--- src/rtl/exe_ctrl_pkg.sv ---
// Shared definitions for the EXE issue/hazard controller.
//   - instruction-type codes carried from DEC
//   - forward-select codes driven to the EXE operand muxes
//   - stage_rec_t: the per-stage record kept for E, M and W
package exe_ctrl_pkg;

  // Register index width stored in the stage records; the top-level REG_AW
  // parameter is expected to match it.
  localparam int REC_AW = 4;

  localparam logic [1:0] ITYPE_R  = 2'b00;
  localparam logic [1:0] ITYPE_BR = 2'b01;
  localparam logic [1:0] ITYPE_I  = 2'b10;

  localparam logic [1:0] FWD_RF  = 2'b00;
  localparam logic [1:0] FWD_MEM = 2'b01;
  localparam logic [1:0] FWD_WB  = 2'b10;

  typedef struct packed {
    logic              valid;
    logic [REC_AW-1:0] rd;
    logic              writes_rd;
    logic              is_load;
  } stage_rec_t;

endpackage

--- src/rtl/exe_hazard_unit.sv ---
// Combinational hazard detection for the instruction presented by DEC.
// Ports:
//   dec_valid, dec_rs1, dec_rs2, dec_instr_type : candidate instruction
//   e_rec, m_rec                                : current E and M records
//   fwd_sel_a, fwd_sel_b                        : operand sources to register into E
//   load_use_stall                              : E holds a load that DEC needs now
module exe_hazard_unit
  import exe_ctrl_pkg::*;
(
  input  logic              dec_valid,
  input  logic [REC_AW-1:0] dec_rs1,
  input  logic [REC_AW-1:0] dec_rs2,
  input  logic [1:0]        dec_instr_type,
  input  stage_rec_t        e_rec,
  input  stage_rec_t        m_rec,
  output logic [1:0]        fwd_sel_a,
  output logic [1:0]        fwd_sel_b,
  output logic              load_use_stall
);

  // A producer in E will sit in M when the consumer reaches E, so it maps to
  // FWD_MEM; a producer in M maps to FWD_WB. E is checked first so the
  // younger producer wins. A load in E cannot forward yet: that case stalls.
  function automatic logic [1:0] pick_src(input logic [REC_AW-1:0] src,
                                          input stage_rec_t e,
                                          input stage_rec_t m);
    logic [1:0] sel;
    sel = FWD_RF;
    if (src != '0) begin
      if (e.valid && e.writes_rd && !e.is_load && (src == e.rd))
        sel = FWD_MEM;
      else if (m.valid && m.writes_rd && (src == m.rd))
        sel = FWD_WB;
    end
    return sel;
  endfunction

  logic uses_rs2;
  logic unused_m_is_load;

  assign uses_rs2         = (dec_instr_type != ITYPE_I);
  assign unused_m_is_load = m_rec.is_load;

  assign fwd_sel_a = pick_src(dec_rs1, e_rec, m_rec);
  assign fwd_sel_b = uses_rs2 ? pick_src(dec_rs2, e_rec, m_rec) : FWD_RF;

  assign load_use_stall = dec_valid && e_rec.valid && e_rec.is_load &&
                          (e_rec.rd != '0) &&
                          ((dec_rs1 == e_rec.rd) ||
                           (uses_rs2 && (dec_rs2 == e_rec.rd)));

endmodule

--- src/rtl/exe_issue_ctrl.sv ---
// Issue and hazard controller for the EXE stage.
// Tracks the E/M/W stage records, registers forwarding selects with each
// issued instruction, inserts load-use and taken-branch bubbles, and drives
// the register-file write port from W.
// Ports:
//   clk, rst                         : clock, synchronous active-high reset
//   dec_*                            : decoded instruction and handshake from DEC
//   z_flag                           : branch condition for the instruction in E
//   pipe_hold                        : freeze all stages (memory busy)
//   exe_valid, fwd_sel_a, fwd_sel_b  : E-stage status and operand mux selects
//   flush                            : squash the wrong-path instruction upstream
//   wb_we, wb_rd                     : register-file write enable / address
//   stall_cnt                        : saturating count of load-use bubbles
module exe_issue_ctrl
  import exe_ctrl_pkg::*;
#(
  parameter int REG_AW = REC_AW,
  parameter int CNT_W  = 16
) (
  input  logic              clk,
  input  logic              rst,
  input  logic              dec_valid,
  output logic              dec_ready,
  input  logic [REG_AW-1:0] dec_rs1,
  input  logic [REG_AW-1:0] dec_rs2,
  input  logic [REG_AW-1:0] dec_rd,
  input  logic [1:0]        dec_instr_type,
  input  logic              dec_is_load,
  input  logic              dec_writes_rd,
  input  logic              z_flag,
  input  logic              pipe_hold,
  output logic              exe_valid,
  output logic [1:0]        fwd_sel_a,
  output logic [1:0]        fwd_sel_b,
  output logic              flush,
  output logic              wb_we,
  output logic [REG_AW-1:0] wb_rd,
  output logic [CNT_W-1:0]  stall_cnt
);

  function automatic logic [CNT_W-1:0] sat_inc(input logic [CNT_W-1:0] v);
    return (&v) ? v : v + {{(CNT_W-1){1'b0}}, 1'b1};
  endfunction

  stage_rec_t       rec_p0, rec_p1, rec_p2;   // E, M, W
  logic [1:0]       type_p0, fwd_a_p0, fwd_b_p0;
  logic [CNT_W-1:0] stall_cnt_q;

  stage_rec_t       issue_rec;
  logic [1:0]       fwd_a_nxt, fwd_b_nxt;
  logic             load_use_stall, branch_taken, accept;
  logic             unused_w_is_load;

  exe_hazard_unit u_hazard (
    .dec_valid      (dec_valid),
    .dec_rs1        (dec_rs1),
    .dec_rs2        (dec_rs2),
    .dec_instr_type (dec_instr_type),
    .e_rec          (rec_p0),
    .m_rec          (rec_p1),
    .fwd_sel_a      (fwd_a_nxt),
    .fwd_sel_b      (fwd_b_nxt),
    .load_use_stall (load_use_stall)
  );

  // z_flag is only meaningful while the stage is advancing; under hold the
  // branch stays in E and resolves after release.
  assign branch_taken = !rst && !pipe_hold && rec_p0.valid &&
                        (type_p0 == ITYPE_BR) && z_flag;
  assign dec_ready    = !rst && !pipe_hold && !load_use_stall && !branch_taken;
  assign accept       = dec_valid && dec_ready;

  always_comb begin
    issue_rec = '0;
    if (accept) begin
      issue_rec.valid     = 1'b1;
      issue_rec.rd        = dec_rd;
      issue_rec.writes_rd = dec_writes_rd;
      issue_rec.is_load   = dec_is_load;
    end
  end

  always_ff @(posedge clk) begin
    if (rst) begin
      rec_p0      <= '0;
      rec_p1      <= '0;
      rec_p2      <= '0;
      type_p0     <= ITYPE_R;
      fwd_a_p0    <= FWD_RF;
      fwd_b_p0    <= FWD_RF;
      stall_cnt_q <= '0;
    end else if (!pipe_hold) begin
      // DEC -> E boundary
      rec_p0   <= issue_rec;
      type_p0  <= accept ? dec_instr_type : ITYPE_R;
      fwd_a_p0 <= accept ? fwd_a_nxt : FWD_RF;
      fwd_b_p0 <= accept ? fwd_b_nxt : FWD_RF;
      // E -> M boundary
      rec_p1   <= rec_p0;
      // M -> W boundary
      rec_p2   <= rec_p1;
      // A flush bubble takes precedence and is not counted as a stall.
      if (load_use_stall && !branch_taken)
        stall_cnt_q <= sat_inc(stall_cnt_q);
    end
  end

  assign unused_w_is_load = rec_p2.is_load;

  assign exe_valid = rec_p0.valid;
  assign fwd_sel_a = fwd_a_p0;
  assign fwd_sel_b = fwd_b_p0;
  assign flush     = branch_taken;
  assign wb_we     = rec_p2.valid && rec_p2.writes_rd && (rec_p2.rd != '0);
  assign wb_rd     = rec_p2.rd;
  assign stall_cnt = stall_cnt_q;

endmodule

--- config.mk ---
export PLATFORM = sky130hd
export DESIGN_NAME = exe_issue_ctrl
export DESIGN_NICKNAME = d
export VERILOG_FILES = /design/src/rtl/exe_ctrl_pkg.sv /design/src/rtl/exe_hazard_unit.sv /design/src/rtl/exe_issue_ctrl.sv
export SDC_FILE = /design/constraint.sdc
export NUM_CORES = 1
export LEC_CHECK = 0
export CORE_ASPECT_RATIO = 0.6
export CORE_MARGIN = 5
export CORE_UTILIZATION = 45
export DETAILED_ROUTE_END_ITERATION = 10
export PLACE_DENSITY = 0.76
export SETUP_SLACK_MARGIN = 0.02
export SLEW_MARGIN = 10
export SYNTH_ARGS = -nofsm -noshare
export SYNTH_HDL_FRONTEND = slang
export SYNTH_SLANG_ARGS = --single-unit
--- constraint.sdc ---
create_clock -name clk -period 2.55 [get_ports clk]
set_input_delay 0.51 -clock clk [delete_from_list [all_inputs] [get_ports clk]]
set_output_delay 0.51 -clock clk [all_outputs]
set_load 0.005 [all_outputs]
==> results.md, run 1 <==
* Clk pwr share at roughly two fifths
* Area growth from synthesis to final layout at 34.76%
* Post CTS Setup Buffer Count at 0
* Via density at approximately 5.4
* Max VDD drop at about 0.29 mV
* Syn Std Cell Area at between 2000 and 2500 um2
* Die area at ~6300 um2
* CTS sink cnt at 41
* Fin crit period at 2443 ps
* Commonest non-fill, non-tap cells in the layout: clkdlybuf4s50_1, dfxtp_1, nor2_1
* Post-synth EDFFs at 0
* Largest net degree at the start of global routing at 27
* Initial cell density of the core at 46.52%
* Dpl cells at around 350
* Crit share post-route at a little over nine tenths
* IO Pins at between 40 and 50
* Status: finished clean
* Worst Path Class, Setup: in2out
* Post-Syn Area per Cell at around 9 um2
* Root Buffer: clkbuf_8
* Cts bufs inserted at 5
* Final non-filler cell total at 355
* Worst rel slew slack at 73.25%
* DP Worst Slack at -199.1 ps
* Mean routed wirelength per cell at about 15 um
* Cts hold-fix bufs at 0
* Hold crit path type: reg2reg
* Total number of vias at 1,904
* Die Y-Extent at approximately 63 um
* Reg-to-reg startpoint: rec_p0[2]
* Hold Path Depth at 2
* Setup violators final at 0
* Worst Min Path Start: fwd_sel_a[0]
* Pwr Density at approximately 470 nW/um2
* Multiplexer share of the synthesized area at between 10% and 20%
* RR Endpoint: stall_cnt[6]
* Critical-path maximum fanout at 2
* Antenna Cells at 0
* Fillers at 382
* # DRC at 0
* Critical path startpoint category: primary input
* Worst Path Arrival at 1930 ps
* Post-Synth XOR/XNOR Area at under 10%
* CTS clk-pin slew, worst paths at around 80 ps
* CP endpoint kind: output port
* Yosys warns at 0
* Top_reg_cell synth: dfxtp_1
* Total Routing Usage GR at between 15 and 20%
* Compound-gate portion of the synthesized area at roughly 9%
* H-tree depth at 2
* Synthesized Nets at 259
* Post-synth ARST share at 0%
* Leak at 1.110 nW
* First-pass GRT wire length at approximately 8800 um
* Number of global-route vias before repair at around 1.8k
* Register-to-register setup slack at about 320 ps
* Initial antenna violation count at 0
* Yosys reg bits at 41
* Combinational power share at around a tenth
* TritonCTS clock tree: built
* Nets at 313
* FMAX at ~410 MHz
* Mapped Cells at between 200 and 250
* Core Rows at 19
* DP Wirelength at approximately 4000 um
* Hold Fails Final Rpt at 0
* Slew @ Worst Pin at between 300 and 400 ps
* Fin util at roughly 63%
* Post-synthesis adder-cell area fraction at less than 1%
* Synth unique cells at 37
* Sequential power share at about half
* Int Pwr at about 1.0 mW
* Die width at slightly below 100 um
* Iter 0 DRT Violations at 89
* Main combinational cell family by area after synthesis: simple AND/OR/NAND/NOR gates
* Drt first pass iters at 4
* Clk_skew at around 4.6 ps
* Gr ovfl total at 0
* Clock buffer depth at 2
* Most common cell after layout, fill and taps aside: clkdlybuf4s50_1
* Routed wire length at 5308 um
* Worst skew pair latency at around 290 ps
* Global placement routability congestion at 0.8403
* RSZ-0062 raised after global routing: no
* Max-slew violation count at 0
* Core Area at 4588 um2
* Switching pwr at between 0.3 and 0.4 mW
* Simple-gate portion of the synthesized area at roughly 29%
* CP required at 2040 ps
* ANT nets after route at 0
* Post-synthesis sequential area ratio at 38.45%
* Reg2Reg Depth at 6
* WHS Endpoint: fwd_sel_a[0]
* Final worst slack at 107.4 ps
* Max-capacitance violation count at 0
* Layout cell share with drive strength beyond 1 at 14.38%
* Buffers on Ports at 48
* Switch share at around 23%
## power by group through the flow
stage | combinational (mW) | clock (mW) | sequential, mW
after floorplan | 0.0711 | 0 | 0.671
after global placement | 0.138 | 0 | 0.675
after detailed placement | 0.139 | 0 | 0.675
after CTS | 0.139 | 0.558 | 0.660
after global routing | 0.152 | 0.579 | 0.662
final | 0.140 | 0.548 | 0.661
## final cells by class
cell class              count  area (um2)  share of cell area (%)
flip-flops and latches     41       820.8                   28.53
inverters                   3       11.26                  0.3915
clock inverters             2       37.54                   1.305
clock buffers               6       82.58                   2.871
multi-input cells         174        1214                   42.19
well taps                  63       78.83                   2.740
repair buffers             66       631.9                   21.97
## worst max-delay path by stage
stage               startpoint         to  slack, ps  cells after the start
CTS                 dec_rs2[1]  dec_ready         50                      6
global route         rec_p0[2]  dec_ready         20                      5
floorplan           dec_rs1[3]  dec_ready        410                      6
finish              dec_rs2[3]  dec_ready        110                      6
global placement    dec_rs1[3]  dec_ready       -180                      6
detailed placement  dec_rs1[3]  dec_ready       -200                      6
## sequential cells by signal, indices dropped and copies added (netlist names)
register,cells
stall_cnt,16
rec_p0,6
rec_p1,6
wb_rd,4
fwd_sel_a,2
fwd_sel_b,2
rec_p2,2
type_p0,2
exe_valid,1
## Yosys cell counts (2+ instances only)
master / number / area [um2]
or4_1: 5 / 37.54
and4_1: 3 / 26.28
o21ai_1: 2 / 10.01
nand2_1: 13 / 48.80
and2_1: 2 / 12.51
nor3_1: 11 / 55.05
buf_2: 6 / 30.03
a21oi_1: 6 / 30.03
a22o_1: 8 / 70.07
nor2_1: 28 / 105.1
dfxtp_1: 41 / 820.8
xnor2_1: 3 / 26.28
nor4_1: 6 / 37.54
o31ai_1: 4 / 30.03
nand3_1: 9 / 45.04
buf_6: 2 / 22.52
buf_4: 4 / 30.03
buf_1: 3 / 11.26
clkbuf_1: 4 / 15.01
mux2_2: 9 / 101.4
nor2b_1: 11 / 68.82
mux2i_1: 12 / 120.1
nand4_1: 6 / 37.54
nor4_4: 3 / 63.81
o21ai_0: 4 / 20.02
and3_1: 4 / 25.02
nand4b_1: 3 / 26.28
or3_1: 2 / 12.51
xor2_1: 13 / 113.9
inv_1: 3 / 11.26
## worst max-delay path, cell delays in order
cell	delay, ps
clkdlybuf4s50_1	440
xor2_1	180
nor4_4	270
a22oi_2	80
and3_1	190
dlygate4sd2_1	260
## metal layers
layer	GRT usage [%]	routed length (um)	vias to the layer above
met5	0	0	-
met4	4.089	39	0
met3	6.395	442	4
met2	23.66	2145	60
met1	25.60	2681	892
li1	-	-	948
## logic make-up after synthesis
group | Yosys count
and+or+nand+nor | 108
DFF | 41
AOI/OAI and AO/OA | 27
buffers and inverters | 22
muxes | 22
xor gates and xnor gates | 16
adders and majority gates | 1
## per-stage QoR
step | power, mW | hold WS [ps] | instance area, um2 | TNS, ps
global route | 1.393 | 473.9 | 2877 | 0
CTS | 1.356 | 461.1 | 2849 | 0
global placement | 0.8129 | 443.4 | 2733 | -445.6
floorplan | 0.7418 | 433.3 | 2135 | 0
finish | 1.349 | 456.5 | 2877 | 0
detailed placement | 0.8143 | 441.1 | 2733 | -588.0
## what timing repair did
item	in CTS	in global routing
endpoints found under the setup margin	1	2
resized for setup	3	6
pin swaps	2	3
(Power assumes the default switching activity.)
==> inputs of run 2 (changes only) <==
--- a/config.mk
+++ b/config.mk
@@ -9,7 +9,7 @@
 export CORE_MARGIN = 5
 export CORE_UTILIZATION = 45
 export DETAILED_ROUTE_END_ITERATION = 10
-export PLACE_DENSITY = 0.76
+export PLACE_DENSITY = 0.79
 export SETUP_SLACK_MARGIN = 0.02
 export SLEW_MARGIN = 10
 export SYNTH_ARGS = -nofsm -noshare
==> constraint.sdc (replaced) <==
create_clock -name clk -period 2.1 [get_ports clk]
set_input_delay 0.42 -clock clk [delete_from_list [all_inputs] [get_ports clk]]
set_output_delay 0.42 -clock clk [all_outputs]
set_load 0.005 [all_outputs]
==> run 2 against run 1 <==
Combinational power up 34%. Critical path depth down 1. Sequential cell count unchanged. Critical endpoint unchanged. Largest cell class unchanged.
==> results.md, run 2 (synthesis results as in run 1) <==
* CP max stage cell: dfxtp_4
* Mean routed wirelength per cell at 16.22 um (+8.5%)
* Sum Neg Setup Slack at 0 ps (unchanged)
* Grt met2 use at 28.60% (+4.9 points)
* H-tree depth at 2 (unchanged)
* Die Y-Extent at 63.35 um (unchanged)
* # DRC at 0 (unchanged)
* Worst Path Class, Setup: reg2out
* RSZ-0062 raised after global routing: yes
* Root Buffer: clkbuf_8
* Total Routing Usage GR at 19.32% (+1.9 points)
* Worst Path Arrival at 1670 ps (-260 ps)
* IO Pins at 49 (unchanged)
* Clock buffer depth at 2 (unchanged)
* Cts hold-fix bufs at 0 (unchanged)
* Cts bufs inserted at 5 (unchanged)
* CP required at 1680 ps (-360 ps)
* First-pass GRT wire length at 9680 um (+9.5%)
* Slew @ Worst Pin at 761.7 ps (+364.1 ps)
* Iter 0 DRT Violations at 97 (+9.0%)
* TritonCTS clock tree: built
* Area growth from synthesis to final layout at 49.30%
* Global placement routability congestion at 0.8605 (+2.4%)
* Via density at 5.508 (+2.7%)
* ANT nets after route at 0 (unchanged)
* CTS clk-pin slew, worst paths at 80 ps (about the same)
* Layout cell share with drive strength beyond 1 at 27.36% (+13 points)
* Number of global-route vias before repair at 1,962 (+12%)
* Fillers at 336 (-12%)
* Worst Path Buf+Inv at 1 (-1)
* Total number of vias at 2,038 (+7.0%)
* Busiest grt layer: met2
* Initial antenna violation count at 0 (unchanged)
* Crit share post-route at around 100%
* Fin crit period at 2094 ps
* Core Rows at 19 (unchanged)
* Largest register FFs at 16 (unchanged)
* Slowest cell delay on critical path at 390 ps (-50 ps)
* Clk_skew at 6.209 ps (+1.619 ps)
* Die width at 98.92 um (unchanged)
* Critical path startpoint category: flop
* Core Area at 4588 um2 (unchanged)
* Final non-filler cell total at 370 (+4.2%)
* Max-capacitance violation count at 0 (unchanged)
* Dpl cells at 356 (+2.6%)
* Worst skew pair latency at 300 ps (about the same)
* Register-to-register setup slack at 20 ps (-300 ps)
* Hold crit path type: reg2reg
* DP Wirelength at 4195 um (+4.4%)
* Pwr Density at 548.2 nW/um2 (+17%)
* Initial cell density of the core at 46.52% (unchanged)
* CP endpoint kind: output port
* Worst rel slew slack at 49.04% (-24 points)
* Hold_ws at 460.0 ps (+3.529 ps)
* Commonest non-fill, non-tap cells in the layout: clkdlybuf4s50_1, dfxtp_1, buf_4
* Max VDD drop at 0.3474 mV (+20%)
* Worst path top cell family by delay: simple AND/OR/NAND/NOR gates
* Buffers on Ports at 48 (unchanged)
* Largest net degree at the start of global routing at 27 (unchanged)
* Nets at 328 (+4.8%)
* Antenna Cells at 0 (unchanged)
* Most common cell after layout, fill and taps aside: clkdlybuf4s50_1
* FMAX at approximately 480 MHz
* Register Area at 834.6 um2 (+1.7%)
* Critical-path maximum fanout at 5 (+3)
* Max-slew violation count at 0 (unchanged)
* Routed wire length at 6003 um (+13%)
* Crit path cell chain: xor2_2, nor4_4, a22oi_2, and3_1, clkbuf_2
* Gr ovfl total at 0 (unchanged)
* Met3 Use GR at 4.851% (-1.5 points)
* Drt first pass iters at 4 (unchanged)
* Hold Fails Final Rpt at 0 (unchanged)
* Met1 Use GR at 27.49% (+1.9 points)
* CTS sink cnt at 41 (unchanged)
* Status: finished clean
* Leak at 1.252 nW (+13%)
* Area of the multi-input gates at 1379 um2 (+14%)
* Setup violators final at 0 (unchanged)
* Die area at 6266 um2 (unchanged)
[run 2: cell types whose count changed in the layout (fill, tap and decap cells not counted), moves of 4 or more]
cell,delta
clkdlybuf4s50_1,-5
buf_4,+12
xor2_1,-5
dlygate4sd2_1,+4
nor4_1,-4
dfxtp_1,-5
xor2_2,+4
nor4_4,+4
[run 2: worst reg2reg max path: stages (launching register included)]
cell,delay [ps]
dfxtp_4,390
xor2_2,170
nor4_4,360
a22oi_2,150
buf_6,150
buf_12,140
or4_4,520
a21oi_2,150
[run 2: metal layers]
| layer | wire (um) | part of all wire [%] |
|---|---|---|
| met5 | 0 | 0 |
| met4 | 92 | 1.5 |
| met3 | 517 | 8.6 |
| met2 | 2547 | 42 |
| met1 | 2846 | 47 |
[run 2: layout make-up]
class	count	share of cell area (%)
multi-input cells	174	43.27
flip-flops and latches	41	26.19
repair buffers	81	23.52
well taps	63	2.473
clock buffers	5	2.159
clock inverters	3	2.042
inverters	3	0.3534
[run 2: through the flow]
stage	setup WS (ps)	cell area (um2)	utilization (%)	power, mW
floorplan	140.0	2135	-	0.9008
global placement	-458.0	2788	60.76	0.9860
detailed placement	-521.2	2788	60.76	0.9906
CTS	-76.65	3078	67.08	1.743
global route	-62.94	3187	69.46	1.792
finish	6.173	3187	69.46	1.747
[run 2: worst paths after layout]
| path | startpoint | end | cells past startpoint |
|---|---|---|---|
| worst max-delay path | rec_p0[2] | dec_ready | 5 |
| worst min-delay path | fwd_sel_b[0] | fwd_sel_b[0] | 2 |
| worst max register to register | rec_p0[2] | stall_cnt[3] | 7 |
| worst min register to register | fwd_sel_b[0] | fwd_sel_b[0] | 2 |
[run 2: where the power goes]
group	switching, mW	internal [mW]	total (mW)
clock	0.285	0.472	0.757
sequential	0.0178	0.785	0.803
combinational	0.0891	0.0980	0.187
total	0.392	1.36	1.75
[run 2: what timing repair did]
item                                    CTS  global route
cloned                                    0             1
setup buffers                             3             2
pin swaps                                 9            11
gates resized for setup                  40            20
endpoints found under the setup margin   16            21
